File: src/rtl/pgs_tsmac_gmii_tx_arbiter_v1_0.sv
// Two-source round-robin GMII transmit scheduler with minimum inter-frame gap and underrun abort.
// Optional frame-length watchdog enabled by defining PGS_TSMAC_TX_ARB_WDOG_EN.
module pgs_tsmac_gmii_tx_arbiter_v1_0 #(
   parameter int IFG_CYCLES = 12,
   parameter int MAX_FRAME  = 1530
) (
   input  logic        tx_clk,
   input  logic        tx_rst,
   input  logic [1:0]  src_req,
   output logic [1:0]  src_gnt,
   input  logic [15:0] src_data,
   input  logic [1:0]  src_vld,
   input  logic [1:0]  src_last,
   input  logic [1:0]  src_er,
   output logic        tx_en_gm,
   output logic [7:0]  txd_gm,
   output logic        tx_er_gm,
   output logic        arb_abort
);

   localparam logic [1:0] ST_IDLE = 2'd0;
   localparam logic [1:0] ST_SEND = 2'd1;
   localparam logic [1:0] ST_IFG  = 2'd2;

   localparam int IFG_LOAD = IFG_CYCLES - 1;

   logic [1:0] state;
   logic       sel;
   logic       last_ptr;
   logic       started;
   logic [7:0] ifg_cnt;

   logic       cur_vld;
   logic       cur_last;
   logic       cur_req;
   logic       cur_er;
   logic [7:0] cur_data;
   logic       next_sel;
   logic       wdog_hit;

   assign cur_vld  = sel ? src_vld[1]      : src_vld[0];
   assign cur_last = sel ? src_last[1]     : src_last[0];
   assign cur_req  = sel ? src_req[1]      : src_req[0];
   assign cur_er   = sel ? src_er[1]       : src_er[0];
   assign cur_data = sel ? src_data[15:8]  : src_data[7:0];

   // On a tie the source not served last wins; otherwise the lone requester.
   assign next_sel = (src_req == 2'b11) ? ~last_ptr : src_req[1];

   assign src_gnt = (state == ST_SEND) ? {sel, ~sel} : 2'b00;

`ifdef PGS_TSMAC_TX_ARB_WDOG_EN
   logic [10:0] byte_cnt;

   assign wdog_hit = (byte_cnt == 11'(MAX_FRAME - 1));

   // Counter idles at zero outside SEND, so every frame starts counting from zero.
   always_ff @(posedge tx_clk) begin
      if (tx_rst) begin
         byte_cnt <= '0;
      end else if (state != ST_SEND) begin
         byte_cnt <= '0;
      end else if (cur_vld) begin
         byte_cnt <= byte_cnt + 11'd1;
      end
   end
`else
   localparam int unused_max_frame = MAX_FRAME;

   assign wdog_hit = 1'b0;
`endif

   always_ff @(posedge tx_clk) begin
      if (tx_rst) begin
         state     <= ST_IDLE;
         sel       <= 1'b0;
         last_ptr  <= 1'b1;
         started   <= 1'b0;
         ifg_cnt   <= '0;
         tx_en_gm  <= 1'b0;
         txd_gm    <= '0;
         tx_er_gm  <= 1'b0;
         arb_abort <= 1'b0;
      end else begin
         tx_en_gm  <= 1'b0;
         txd_gm    <= '0;
         tx_er_gm  <= 1'b0;
         arb_abort <= 1'b0;
         case (state)
            ST_IDLE: begin
               if (|src_req) begin
                  sel     <= next_sel;
                  started <= 1'b0;
                  state   <= ST_SEND;
               end
            end
            ST_SEND: begin
               if (cur_vld) begin
                  tx_en_gm <= 1'b1;
                  txd_gm   <= cur_data;
                  started  <= 1'b1;
                  if (cur_last) begin
                     tx_er_gm <= cur_er;
                     last_ptr <= sel;
                     ifg_cnt  <= 8'(IFG_LOAD);
                     state    <= ST_IFG;
                  end else if (wdog_hit) begin
                     tx_er_gm  <= 1'b1;
                     arb_abort <= 1'b1;
                     last_ptr  <= sel;
                     ifg_cnt   <= 8'(IFG_LOAD);
                     state     <= ST_IFG;
                  end else begin
                     tx_er_gm <= cur_er;
                  end
               end else if (started) begin
                  // Underrun mid-frame: emit one poisoned byte so the frame is rejected downstream.
                  tx_en_gm  <= 1'b1;
                  tx_er_gm  <= 1'b1;
                  arb_abort <= 1'b1;
                  last_ptr  <= sel;
                  ifg_cnt   <= 8'(IFG_LOAD);
                  state     <= ST_IFG;
               end else if (!cur_req) begin
                  state <= ST_IDLE;
               end
            end
            ST_IFG: begin
               if (ifg_cnt == 8'd0) begin
                  if (|src_req) begin
                     sel     <= next_sel;
                     started <= 1'b0;
                     state   <= ST_SEND;
                  end else begin
                     state <= ST_IDLE;
                  end
               end else begin
                  ifg_cnt <= ifg_cnt - 8'd1;
               end
            end
            default: state <= ST_IDLE;
         endcase
      end
   end

endmodule

File: config.mk
export PLATFORM = sky130hd
export DESIGN_NAME = pgs_tsmac_gmii_tx_arbiter_v1_0
export DESIGN_NICKNAME = d
export VERILOG_FILES = /design/src/rtl/pgs_tsmac_gmii_tx_arbiter_v1_0.sv
export SDC_FILE = /design/constraint.sdc
export NUM_CORES = 1
export LEC_CHECK = 0
export ABC_CLOCK_PERIOD_IN_PS = 2200
export CAP_MARGIN = 20
export CORE_MARGIN = 2
export CORE_UTILIZATION = 35
export DETAILED_ROUTE_END_ITERATION = 6
export PLACE_DENSITY_LB_ADDON = 0.08
export SYNTH_ARGS = -nofsm -noshare
export SYNTH_HDL_FRONTEND = slang
export SYNTH_SLANG_ARGS = --single-unit
File: constraint.sdc
create_clock -name tx_clk -period 2.2 [get_ports tx_clk]
set_clock_uncertainty 0.15 [all_clocks]
set_input_delay 0.44 -clock tx_clk [delete_from_list [all_inputs] [get_ports tx_clk]]
set_output_delay 0.44 -clock tx_clk [all_outputs]
set_load 0.02 [all_outputs]
==> results of run 1 <==
## layout make-up
cell class,count,area share (%)
Inverter,4,0.863
Tap cell,46,3.31
Clock buffer,3,1.29
Sequential cell,24,27.6
Clock inverter,1,1.73
Timing Repair Buffer,45,24.7
Multi-Input combinational cell,92,40.4
## power by group through the flow
stage,clock network (W),logic [W],registers (W)
floorplan,0,0.000182,0.000493
global placement,0,0.000296,0.000491
detailed placement,0,0.000299,0.000492
CTS,0.000334,0.000299,0.000483
global route,0.000350,0.000332,0.000487
finish,0.000322,0.000303,0.000483
## cells by family (layout without fill, tap and decap cells)
family	Yosys count	in the layout
adder cells (fa/ha/maj)	2	2
multiplexers	11	11
AND/OR/NAND/NOR	45	45
flip-flops	24	24
buffers and inverters	9	53
AO/OA/AOI/OAI	34	34
## per-layer routing
| layer | vias up | wire length [µm] |
|---|---|---|
| met2 | 24 | 1540 |
| met1 | 506 | 1220 |
| li1 | 551 | - |
| met4 | 0 | 26 |
| met3 | 2 | 112 |
| met5 | - | 0 |
## repair_timing
item / 4_1_cts / 5_1_grt
resized for setup: 3 / 1
gates cloned: 0 / 0
endpoints found under the setup margin: 2 / 1
## stage by stage
| stage | worst slack (ns) | hold WS, ns | instances | power, W | instance area, µm² |
|---|---|---|---|---|---|
| 4_1_cts | 0.120 | 0.369 | 215 | 0.00112 | 1730 |
| 5_1_grt | 0.0242 | 0.397 | 215 | 0.00117 | 1740 |
| 6_report | 0.168 | 0.368 | 215 | 0.00111 | 1740 |
| 2_1_floorplan | 0.344 | 0.308 | 125 | 0.000675 | 1210 |
| 3_3_place_gp | 0.0714 | 0.347 | 211 | 0.000787 | 1670 |
| 3_5_place_dp | 0.0142 | 0.348 | 211 | 0.000791 | 1670 |
## cells in the final DEF (no fill, tap or decap), types with 3 or more instances in the layout
cell type and instances:
clkdlybuf4s50_1 36, dfxtp_1 24, nor2_1 18, mux2i_1 10
buf_4 7, a21oi_1 6, nand2_1 5, inv_1 4
nand2b_1 3, a2111oi_4 3, a221oi_1 3, a211oi_1 3
or3_1 3, o21ai_0 3, clkbuf_4 3
## worst max-delay path, stage by stage, from the launching register on
cell and delay [ns]:
dfxtp_1 0.36, inv_1 0.11, ha_1 0.16, nor4b_4 0.43, a21o_1 0.31, a21oi_2 0.14, a221oi_1 0.28
## how the worst min path moves through the flow
stage | endpoint | slack [ns] | cells past startpoint
after CTS | ifg_cnt[0] | 0.37 | 1
after detailed placement | ifg_cnt[0] | 0.35 | 1
after floorplan | ifg_cnt[0] | 0.31 | 1
final | ifg_cnt[0] | 0.37 | 1
after global placement | ifg_cnt[0] | 0.35 | 1
after global routing | ifg_cnt[0] | 0.40 | 1
## sequential cells by signal (all words and copies together) (netlist names)
signal and cells:
last_ptr 1, ifg_cnt 8, arb_abort 1, tx_er_gm 1
state 2, sel 1, txd_gm 8, tx_en_gm 1
started 1
==> metrics.log, run 1 <==
[metrics] final number of hold-violating endpoints: 0
[metrics] maximum ir drop on the vdd rail: about 0.00033 V
[metrics] clock slew seen by the registers of the worst setup and hold paths: roughly 0.14 ns
[metrics] total number of vias: 1083
[metrics] Setup Viol. Count Final: 0
[metrics] fillcell total: roughly 330
[metrics] post-synthesis adder-cell area fraction: 2.07%
[metrics] total overflow reported by the global router: 0
[metrics] WP data required: around 2.3 ns
[metrics] floorplan die width: 62.7 µm
[metrics] netlist area before placement: between 1000 and 1500 µm²
[metrics] power spent charging and discharging nets: 0.000309 W
[metrics] DRT Pass-1 Iters: 4
[metrics] pin count of the biggest net entering global routing: 19
[metrics] HP Start: ifg_cnt[0]
[metrics] depth of the worst register-to-register path: 6
[metrics] maxcap violations: 0
[metrics] met3 capacity usage during global routing: around 2.9%
[metrics] worst reg2reg setup slack: about 0.17 ns
[metrics] diodes inserted: 0
[metrics] clock tree from TritonCTS: built
[metrics] sequential share of power: a little over two fifths
[metrics] Synthesized Nets: between 150 and 200
[metrics] Critical Path Sink: ifg_cnt[6]
[metrics] area of the multi-input gates: about 700 µm²
[metrics] first-pass GRT wire length: approximately 4800 µm
[metrics] CP Launch Type: flip-flop
[metrics] HPWL reported at the end of detailed placement: ~2300 µm
[metrics] main combinational cell family by area after synthesis: compound AO/OA/AOI/OAI gates
[metrics] PortBufs: 38
[metrics] cell at the root of the clock tree: clkbuf_4
[metrics] H-tree depth: 1
[metrics] most used routing layer in global routing: met2
[metrics] Setup Fix Bufs, Post-CTS: 0
[metrics] number of remaining DRC errors: 0
[metrics] transition time at the pin with the least slew margin: 0.544 ns
[metrics] number of buffers on the longest clock path: 2
[metrics] simple-gate area share of the yosys netlist: a little over a fifth
[metrics] max-slew violation total from the final report: 0
[metrics] Sw Share: 27.9%
[metrics] clk_lat worst skew: around 0.31 ns
[metrics] final clock period utilization by the worst path: around 92%
[metrics] number of antenna-violating nets in the routed design: 0
[metrics] most common library cells after synthesis: 24 x dfxtp_1, 18 x nor2_1, 10 x mux2i_1
[metrics] final RePlAce weighted congestion: roughly 0.8
[metrics] outcome: complete, no violations
[metrics] wirelength, routed: ~2900 µm
[metrics] clock tree sinks: 24
[metrics] combinational cell fraction of total power: a little over a quarter
[metrics] fin crit period: between 2 and 2.5 ns
[metrics] leakage power total: ~0.62 nW
[metrics] die boundary height: approximately 63 µm
[metrics] proportion of netlist area held by the largest area contributor: between 30% and 40%
[metrics] CP Launch Point: ifg_cnt[0]
[metrics] cell taking the most area after synthesis: dfxtp_1
[metrics] area grow syn2layout: 44.2%
[metrics] Compound-Gate Fraction of Synth Area: 24.7%
[metrics] sum of negative setup slack: 0 ns
[metrics] area of the die: between 3000 and 4000 µm²
[metrics] prevailing post-synth register cell: dfxtp_1
[metrics] GR met2 Demand/Resource: 27.7%
[metrics] endpoint of the most critical register-to-register path: ifg_cnt[6]
[metrics] launch point of the worst reg-to-reg path: ifg_cnt[0]
[metrics] Synth async-reset ratio: 0%
[metrics] met1 layer usage reported by global route: around 18%
[metrics] most repeated cell in the gate-level netlist after synthesis: dfxtp_1
[metrics] share of total power in the clock network: 29.1%
[metrics] endpoint class of the critical path: flip-flop
[metrics] Synthesis Warnings: 0
[metrics] initial standard-cell utilization of the core: approximately 36%
[metrics] per-cell via count in the routed design: 5.04
[metrics] count of routing violations after the opening detailed-route iteration: between 40 and 50
[metrics] final core occ: 52.5%
[metrics] number of global-route vias before repair: 1100
[metrics] detailed-route wire length per cell: 13.4 µm
[metrics] multiplexer area fraction after synthesis: 9.23%
[metrics] flop and latch count out of synthesis: 24
[metrics] Final Net Count: approximately 200
[metrics] Power per Cell Area: 637 nW/µm²
[metrics] number of antenna violations at the first check in global routing: 0
[metrics] data arrival time at the worst-slack endpoint: 2.12 ns
[metrics] tightest slew margin relative to the limit: about 63%
[metrics] type of the setup path with the least slack: reg2reg
[metrics] cts hold-fix bufs: 0
[metrics] CTS Buf Count: 3
[metrics] RSZ-0062 raised after global routing: false
[metrics] global-route usage over all layers: 15.3%
[metrics] fraction of final layout cells sized beyond drive strength 1: 13.6%
[metrics] internal power contribution: around 0.0008 W
[metrics] Ports: 39
[metrics] Core Rows: 21
[metrics] average cell area after synthesis: between 9 and 10 µm²
[metrics] Register Area: 480 µm²
[metrics] Core Area: approximately 3300 µm²
[metrics] cell count after synthesis: about 130
[metrics] worst-path maximum fanout: 6
[metrics] largest cells by area after synthesis: dfxtp_1 40%, mux2i_1 8.3%, nor2_1 5.6%
[metrics] maximum frequency from static timing analysis: a little under 500 MHz
[metrics] class of the tightest hold or removal check: reg2reg
[metrics] fraction of the yosys area taken by sequential cells: between 30% and 40%
[metrics] xor/xnor cell area share of the yosys netlist: 0%
[metrics] number of synthesized flops with an enable pin: 0
[metrics] Netlist cell types: 42
Power figures use the tool's default switching activity.
==> run 2: changes to the inputs <==
--- a/config.mk
+++ b/config.mk
@@ -5,10 +5,10 @@
 export SDC_FILE = /design/constraint.sdc
 export NUM_CORES = 1
 export LEC_CHECK = 0
-export ABC_CLOCK_PERIOD_IN_PS = 2200
+export ABC_CLOCK_PERIOD_IN_PS = 2100
 export CAP_MARGIN = 20
 export CORE_MARGIN = 2
-export CORE_UTILIZATION = 35
+export CORE_UTILIZATION = 45
 export DETAILED_ROUTE_END_ITERATION = 6
 export PLACE_DENSITY_LB_ADDON = 0.08
 export SYNTH_ARGS = -nofsm -noshare
==> constraint.sdc (replaced) <==
create_clock -name tx_clk -period 2.1 [get_ports tx_clk]
set_clock_uncertainty 0.15 [all_clocks]
set_input_delay 0.42 -clock tx_clk [delete_from_list [all_inputs] [get_ports tx_clk]]
set_output_delay 0.42 -clock tx_clk [all_outputs]
set_load 0.02 [all_outputs]
==> run 2 against run 1 <==
  * Combinational power up 14%
  * Sequential power up 5.2%
  * Sequential cell count is the same
  * Critical path depth decreased by 3
  * Critical path type is now reg2out
  * Largest power group unchanged
  * Highest routed layer unchanged
==> metrics.log, run 2 (synthesized netlist as in run 1, its figures left out) <==
[metrics] endpoint class of the critical path: primary output
[metrics] total overflow reported by the global router: 0
[metrics] CTS Buf Count: 3
[metrics] area of the die: about 3100 µm²
[metrics] diodes inserted: 0
[metrics] outcome: complete, no violations
[metrics] fraction of final layout cells sized beyond drive strength 1: approximately 17%
[metrics] worst setup slack after layout: roughly 0.11 ns
[metrics] maxcap violations: 0
[metrics] leakage power total: about 0.62 nW
[metrics] Core Area: about 2500 µm²
[metrics] maximum frequency from static timing analysis: 502 MHz
[metrics] CP Launch Point: state[0]
[metrics] Hold Crit Depth: 1
[metrics] area grow syn2layout: 42.7%
[metrics] most frequent standard cell in the layout excluding fill and tap cells: clkdlybuf4s50_1
[metrics] transition time at the pin with the least slew margin: around 0.54 ns
[metrics] per-cell via count in the routed design: about 5.5
[metrics] detailed-route wire length per cell: 14.9 µm
[metrics] PortBufs: 38
[metrics] HPWL reported at the end of detailed placement: between 2000 and 2500 µm
[metrics] max-slew violation total from the final report: 0
[metrics] post-route insts no fill: ~200
[metrics] final number of hold-violating endpoints: 0
[metrics] RSZ-0062 raised after global routing: false
[metrics] Placed Cells incl. Taps: around 200
[metrics] number of buffers on the longest clock path: 2
[metrics] Final Net Count: 200
[metrics] data arrival time at the worst-slack endpoint: ~1.4 ns
[metrics] clk_lat worst skew: 0.31 ns
[metrics] initial standard-cell utilization of the core: between 40% and 50%
[metrics] Power Total: between 0.001 and 0.0015 W
[metrics] H-tree depth: 1
[metrics] CP Launch Type: flip-flop
[metrics] DRT Pass-1 Iters: 4
[metrics] Power per Cell Area: between 600 and 700 nW/µm²
[metrics] cts hold-fix bufs: 0
[metrics] pin count of the biggest net entering global routing: 19
[metrics] clock tree sinks: 24
[metrics] final clock period utilization by the worst path: ~95%
[metrics] cell at the root of the clock tree: clkbuf_4
[metrics] smallest hold slack: a little under 0.4 ns
[metrics] number of antenna violations at the first check in global routing: 0
[metrics] first-pass GRT wire length: ~4800 µm
[metrics] fin crit period: 1.99 ns
[metrics] worst reg2reg setup slack: 0.13 ns
[metrics] wirelength, routed: approximately 3000 µm
[metrics] global-route usage over all layers: 19.5%
[metrics] class of the tightest hold or removal check: reg2reg
[metrics] count of routing violations after the opening detailed-route iteration: 15
[metrics] Core Rows: 18
[metrics] endpoint of the most critical register-to-register path: ifg_cnt[4]
[metrics] depth of the worst register-to-register path: 6
[metrics] number of antenna-violating nets in the routed design: 0
[metrics] post-placement worst setup slack: -0.102 ns
[metrics] number of remaining DRC errors: 0
[metrics] final RePlAce weighted congestion: roughly 0.85
[metrics] most frequent cells in the layout: 36 x clkdlybuf4s50_1, 23 x dfxtp_1, 18 x nor2_1
[metrics] worst-path maximum fanout: 7
[metrics] number of global-route vias before repair: 1105
[metrics] type of the setup path with the least slack: reg2out
[metrics] die boundary height: around 56 µm
[metrics] maximum ir drop on the vdd rail: 0.000451 V
[metrics] fillcell total: just over 200
[metrics] floorplan die width: 55.8 µm
[metrics] tightest slew margin relative to the limit: roughly 64%
[metrics] total number of vias: ~1100
[metrics] final core occ: 68.9%
[metrics] Top Registers: ifg_cnt x8, txd_gm x8, state x2
[metrics] Critical Path Sink: src_gnt[0]
[metrics] WP data required: 1.53 ns
[metrics] clock slew seen by the registers of the worst setup and hold paths: between 0.1 and 0.15 ns
[metrics] launch point of the worst reg-to-reg path: ifg_cnt[0]
[metrics] Setup Viol. Count Final: 0
[metrics] clock tree from TritonCTS: built
[metrics] Ports: 39
## run 2: timing repair
action / CTS / global route
pin swaps: 0 / 1
resized for setup: 4 / 4
endpoints found under the setup margin: 3 / 2
setup buffers: 0 / 2
## run 2: per-stage QoR
step,area (µm²),setup TNS (ns)
after CTS,1690,0
after detailed placement,1650,-0.143
final,1720,0
after global placement,1650,-0.0155
after floorplan,1210,0
after global routing,1720,0
## run 2: per-layer routing
layer | global-route usage (%) | vias to the layer above | wire, µm
li1 | - | 548 | -
met4 | 6.27 | 0 | 14
met5 | 0 | - | 0
met1 | 21.3 | 525 | 1300
met3 | 5.58 | 2 | 167
met2 | 35.9 | 31 | 1510
## run 2: cell type report
| cell class | instances | area, µm² | area share (%) |
|---|---|---|---|
| clock buffer | 4 | 36.3 | 2.11 |
| sequential | 24 | 482 | 28.0 |
| timing repair buffer | 47 | 445 | 25.9 |
| tap | 30 | 37.5 | 2.18 |
| inverter | 4 | 15.0 | 0.872 |
| multi-input combinational | 92 | 706 | 41.0 |
## run 2: worst min path at each step
stage          slack (ns)          to  startpoint
2_1_floorplan        0.31  ifg_cnt[0]  ifg_cnt[0]
3_3_place_gp         0.34  ifg_cnt[0]  ifg_cnt[0]
3_5_place_dp         0.36  ifg_cnt[0]  ifg_cnt[0]
4_1_cts              0.37  ifg_cnt[0]  ifg_cnt[0]
5_1_grt              0.41  ifg_cnt[5]  ifg_cnt[5]
6_report             0.39   arb_abort     started
## run 2: critical path, cell delays in order, from the launching register on
cell           delay, ns
dfxtp_1             0.43
nand2b_1            0.17
nor2_1              0.14
dlygate4sd2_1       0.37
## run 2: power by group
group | switching [W] | internal (W) | leakage, nW
logic | 0.000161 | 0.000183 | 0.407
clock network | 0.000139 | 0.000106 | 0.0210
registers | 0.0000262 | 0.000482 | 0.196
==> edit 1: new RTL, config.mk and constraints of run 1 <==
Put one more register stage on the output `txd_gm`, with the module's reset. The value now appears one clock later. The other outputs are not delayed to match.
--- a/src/rtl/pgs_tsmac_gmii_tx_arbiter_v1_0.sv
+++ b/src/rtl/pgs_tsmac_gmii_tx_arbiter_v1_0.sv
@@ -23,6 +23,8 @@
    localparam logic [1:0] ST_IFG  = 2'd2;
 
    localparam int IFG_LOAD = IFG_CYCLES - 1;
+
+   logic [7:0] txd_gm_s0;
 
    logic [1:0] state;
    logic       sel;
@@ -78,12 +80,12 @@
          started   <= 1'b0;
          ifg_cnt   <= '0;
          tx_en_gm  <= 1'b0;
-         txd_gm    <= '0;
+         txd_gm_s0 <= '0;
          tx_er_gm  <= 1'b0;
          arb_abort <= 1'b0;
       end else begin
          tx_en_gm  <= 1'b0;
-         txd_gm    <= '0;
+         txd_gm_s0 <= '0;
          tx_er_gm  <= 1'b0;
          arb_abort <= 1'b0;
          case (state)
@@ -97,7 +99,7 @@
             ST_SEND: begin
                if (cur_vld) begin
                   tx_en_gm <= 1'b1;
-                  txd_gm   <= cur_data;
+                  txd_gm_s0 <= cur_data;
                   started  <= 1'b1;
                   if (cur_last) begin
                      tx_er_gm <= cur_er;
@@ -143,5 +145,13 @@
       end
    end
 
+   always_ff @(posedge tx_clk) begin
+      if (tx_rst) begin
+         txd_gm <= '0;
+      end else begin
+         txd_gm <= txd_gm_s0;
+      end
+   end
+
 endmodule
 
Behaviour: not the same (a bounded check fails within 4 cycles, from zero or initial values and one cycle with tx_rst high).
==> edit 1 against run 1 <==
  * Global-route usage increased by 0.91 points
  * Clock power increased by 92%
  * First-iteration DRC count increased by 43%
  * Worst setup slack improved by 0.058 ns
  * Core utilization increased by 0.40 points
  * Total power increased by 41%
  * Sequential power increased by 32%
  * Area after synthesis increased by 14%
  * Routed wire length increased by 7.2%
  * Sequential cell count increased by 8
  * Cell area increased by 13%
  * Non-clock buffer count decreased by 2
  * Via count increased by 8.0%
  * Count of clock-buffer cells in the layout increased by 4
  * Highest routed layer unchanged
==> edit 1: results (changes against run 1) <==
STA
  • Peak Freq: 506.6 MHz (+2.9%)
  • Rel. slew slack: 67.45% (+4.0 points)

Layout
  • Biggest regs: ifg_cnt: 8 flops, txd_gm: 8 flops, txd_gm_s0: 8 flops
  • Layout cell share with drive strength beyond 1: 14.05% (+0.44 points)
  • Nets: 212 (+7.1%)

Clock network
  • Total CTS buffers: 5 (+2)
  • Worst skew pair latency: 0.29 ns (-0.02 ns)
  • Clk root buf: clkbuf_8
  • CTS clock-pin slew for the worst setup and hold paths: 0.07 ns (-0.07 ns)
  • Number of H-tree levels: 2 (+1)
  • Post CTS Setup Buffer Count: 0 (unchanged)

Power and ir drop
  • Int Power: 1.165 mW (+46%)
  • Leak Pwr: 0.7484 nW (+20%)
  • Worst VDD drop: 0.5468 mV (+68%)
  • Flop+latch power: 636 uW (+32%)
  • Clock power share: 39.6% (+10 points)

Placement
  • Routability Congestion: 0.8389 (+3.4%)
  • Area after DPL: 1834 sq um (+9.6%)
  • Port buffer count: 38 (unchanged)
  • Detailed Place HPWL: 2234 microns (-1.2%)
  • Setup WS pre-CTS: 0.05359 ns (+0.03944 ns)

Global routing
  • Met2 Resource Use GR: 25.25% (-2.4 points)
  • Vias in the first global route: 1187 (+7.9%)
  • M1 GR Usage: 19.61% (+1.9 points)
  • Tot GR Track Use: 16.24% (+0.91 points)
  • First-pass GRT wire length: 5292 microns (+9.9%)
  • Largest net degree at the start of global routing: 15 (-4)
  • Met3 Use GR: 4.054% (+1.2 points)

Synth
  • Syn nets: 166 (+8.5%)
  • Top post-synthesis cells by count: dfxtp_1 (32), nor2_1 (15), mux2i_1 (11), nor2b_1 (10)
  • Post-synthesis sequential area ratio: 46.67% (+6.8 points)
  • Synth cell types: 41 (-2.4%)
  • Cells taking the most area after synthesis: dfxtp_1 (47%), mux2i_1 (8.0%), nor2b_1 (4.6%)

Detailed routing
  • DRT iter0 DRCs: 70 (+43%)
  • Wire per inst: 13.29 microns (-1.1%)
  • DR vias/cell: 5.021 (-0.31%)

Setup path
  • Crit path capture: ifg_cnt[3]$_SDFFE_PP0P_
  • FF-to-FF path depth: 6 (unchanged)
  • Critical path fanouts, max: 8 (+2)
  • Worst path arrival time: 2.01 ns (-0.11 ns)
  • Reg2reg setup slack: 0.23 ns (+0.06 ns)
  • Slowest cell on the critical path: or4b_4
  • Max incr delay on CP: 0.51 ns (+0.08 ns)

Min path
  • HP Start: txd_gm_s0[6]$_SDFF_PP0_

Status
  • Status: finished clean
[edit 1: cell types whose count changed after synthesis, sizes merged, moves of 3 or more]
cell and change:
dfxtp +8, nor2b +7, nor3 +4, nor2 -3
[edit 1: kinds of logic after synthesis]
group / after synthesis / synth area share, %
flops: 32 / 46.67
fa+ha+maj: 2 / 1.823
mux: 12 / 9.116
simple gates: 52 / 20.78
buf+inv: 11 / 3.099
compound gates: 29 / 18.51
[edit 1: cell type report]
type,instances,area (sq um)
Tap cell,48,60.06
Clock buffer,7,96.34
Timing Repair Buffer,43,422.9
Clock inverter,1,30.03
Fill cell,346,1749
Inverter,7,26.28
Sequential cell,32,641.9
Multi-Input combinational cell,95,689.4
[edit 1: repair_timing]
item	in CTS	in global routing
endpoints found under the hold margin	0	0
hold buffers	0	0
setup endpoints to repair	0	2
resized for setup	0	3
[edit 1: worst min path at each step]
stage	endpoint	slack, ns	cells after the start
global placement	txd_gm[1]$_SDFF_PP0_	0.28	1
CTS	txd_gm[6]$_SDFF_PP0_	0.29	1
floorplan	txd_gm[0]$_SDFF_PP0_	0.26	1
global route	txd_gm[6]$_SDFF_PP0_	0.31	1
finish	txd_gm[6]$_SDFF_PP0_	0.28	1
detailed placement	txd_gm[6]$_SDFF_PP0_	0.27	1
[edit 1: metal layers]
metal | up-vias | wire, microns
met4 | 0 | 112
met2 | 36 | 1428
met3 | 10 | 150
met5 | - | 0
li1 | 585 | -
met1 | 539 | 1405
[edit 1: through the flow]
step	total power, mW	std cells
2_1_floorplan	0.8347	138
4_1_cts	1.570	233
6_report	1.560	233
5_1_grt	1.632	233
3_5_place_dp	0.9521	225
3_3_place_gp	0.9497	225
==> edit 2: new RTL, flow settings as in run 1 <==
Without the edit above. Add a define of `PGS_TSMAC_TX_ARB_WDOG_EN`.
--- a/src/rtl/pgs_tsmac_gmii_tx_arbiter_v1_0.sv
+++ b/src/rtl/pgs_tsmac_gmii_tx_arbiter_v1_0.sv
@@ -1,5 +1,7 @@
 // Two-source round-robin GMII transmit scheduler with minimum inter-frame gap and underrun abort.
 // Optional frame-length watchdog enabled by defining PGS_TSMAC_TX_ARB_WDOG_EN.
+`define PGS_TSMAC_TX_ARB_WDOG_EN
+
 module pgs_tsmac_gmii_tx_arbiter_v1_0 #(
    parameter int IFG_CYCLES = 12,
    parameter int MAX_FRAME  = 1530
Check against the original RTL: same outputs for any inputs over 10 cycles, from zero or initial values and one cycle with tx_rst high; that may be too few to reach the edited logic, so the function may still have changed.
==> edit 2 against run 1 <==
  * Routed wire length is 27% higher
  * Non-clock buffer count increased by 2
  * Sequential cell count is 11 higher
  * Worst setup slack got worse by 0.065 ns
  * Sequential power up 41%
  * Combinational power down 7.6%
  * Total power grew 40%
  * Sequential share of layout area grew 4.1 points
  * Area after synthesis up 32%
  * Synthesized cell count up 42%
  * Cell area increased by 27%
  * Critical endpoint is now ifg_cnt[7]$_SDFFE_PP0P_
==> edit 2: results (changes against run 1) <==
Clock network
  • Worst skew pair latency: 0.29 ns (-0.02 ns)
  • Number of H-tree levels: 2 (+1)
  • Total CTS buffers: 5 (+2)

Power and ir drop
  • Leak Pwr: 0.8388 nW (+34%)
  • Switching Fraction: 24.91% (-3.0 points)
  • Worst VDD drop: 0.4030 mV (+24%)

Synth
  • Cells taking the most area after synthesis: dfxtp_1 (44%), nor2_1 (6.8%), mux2i_1 (6.3%)
  • Synth cell types: 43 (+2.4%)
  • Post-synthesis sequential area ratio: 43.92% (+4.1 points)
  • Top post-synthesis cells by count: dfxtp_1 (35), nor2_1 (29), nand2_1 (12), mux2i_1 (10), a21oi_1 (9)

Layout
  • Layout cell share with drive strength beyond 1: 11.84% (-1.8 points)
  • Biggest regs: byte_cnt: 11 flops, ifg_cnt: 8 flops, txd_gm: 8 flops

Setup path
  • Slowest cell on the critical path: or4b_1
  • Reg2reg setup slack: 0.10 ns (-0.07 ns)
  • Reg2reg end: ifg_cnt[7]$_SDFFE_PP0P_
  • Max incr delay on CP: 0.49 ns (+0.06 ns)
  • Critical path fanouts, max: 5 (-1)

Detailed routing
  • Wire per inst: 13.15 microns (-2.1%)
  • DR vias/cell: 5.018 (-0.38%)
  • DRT iter0 DRCs: 19 (-61%)

Placement
  • Routability Congestion: 0.8419 (+3.8%)
  • Detailed Place HPWL: 2834 microns (+25%)

Status
  • Status: finished clean

Global routing
  • Tot GR Track Use: 15.78% (+0.46 points)
  • First-pass GRT wire length: 6313 microns (+31%)
  • Vias in the first global route: 1461 (+33%)
[edit 2: changes by cell type after synthesis, sizes merged, moves of 4 or more]
cell / run 1 / this run
inv: 4 / 8
nand3: 0 / 4
xor2: 0 / 4
nor2: 18 / 29
nand2: 5 / 13
dfxtp: 24 / 35
[edit 2: layout make-up]
| class | count | area (sq um) | area share [%] |
|---|---|---|---|
| clock buffer | 6 | 82.58 | 3.727 |
| clock inverter | 2 | 35.03 | 1.581 |
| inverter | 8 | 30.03 | 1.355 |
| multi-input combinational | 130 | 852.1 | 38.45 |
| sequential | 35 | 701.9 | 31.68 |
| tap | 52 | 65.06 | 2.936 |
| timing repair buffer | 47 | 449.2 | 20.27 |
[edit 2: layer usage]
metal  share of wire (%)  vias to the layer above
met2                  46                       30
li1                    -                      731
met5                   0                        -
met1                  46                      633
met4                 2.4                        0
met3                 5.6                       11
[edit 2: worst max-delay path, delay by kind of cell, from the launching register on]
kind / cells / cell delay, ns
compound gates: 1 / 0.21
fa+ha+maj: 1 / 0.19
buf+inv: 1 / 0.07
simple gates: 4 / 1.05
flops: 1 / 0.33
[edit 2: power groups by stage]
stage	clock (mW)	sequential, mW	combinational (mW)
5_1_grt	0.639	0.681	0.310
2_1_floorplan	0	0.696	0.158
4_1_cts	0.614	0.678	0.281
6_report	0.596	0.679	0.280
3_5_place_dp	0	0.691	0.280
3_3_place_gp	0	0.691	0.278
[edit 2: per-stage QoR]
stage               instance area [sq um]  cells  setup slack (ns)  hold WS, ns   TNS (ns)
floorplan                            1595    177            0.1815       0.2853          0
global placement                     2090    272         -0.003980       0.2970  -0.003980
detailed placement                   2090    272          -0.06819       0.3155    -0.1613
CTS                                  2206    280           0.01920       0.3332          0
global route                         2216    280           0.01469       0.3525          0
finish                               2216    280            0.1027       0.3296          0
[edit 2: cell families after synthesis]
logic type	synth area share, %
AO/OA/AOI/OAI	14.98
XOR/XNOR	3.843
multiplexers	7.216
adder cells (fa/ha/maj)	3.137
buffers and inverters	3.059
flip-flops	43.92
AND/OR/NAND/NOR	23.84
[edit 2: how the worst max path moves through the flow]
| stage | end | slack, ns | from |
|---|---|---|---|
| global placement | ifg_cnt[7]$_SDFFE_PP0P_ | -0.004 | src_vld[1] |
| finish | ifg_cnt[7]$_SDFFE_PP0P_ | 0.10 | ifg_cnt[0]$_SDFFE_PP0P_ |
| global route | ifg_cnt[7]$_SDFFE_PP0P_ | 0.01 | ifg_cnt[0]$_SDFFE_PP0P_ |
| CTS | src_gnt[1] | 0.02 | sel$_SDFFE_PP0P_ |
| detailed placement | ifg_cnt[7]$_SDFFE_PP0P_ | -0.07 | src_vld[1] |
| floorplan | ifg_cnt[7]$_SDFFE_PP0P_ | 0.18 | ifg_cnt[0]$_SDFFE_PP0P_ |
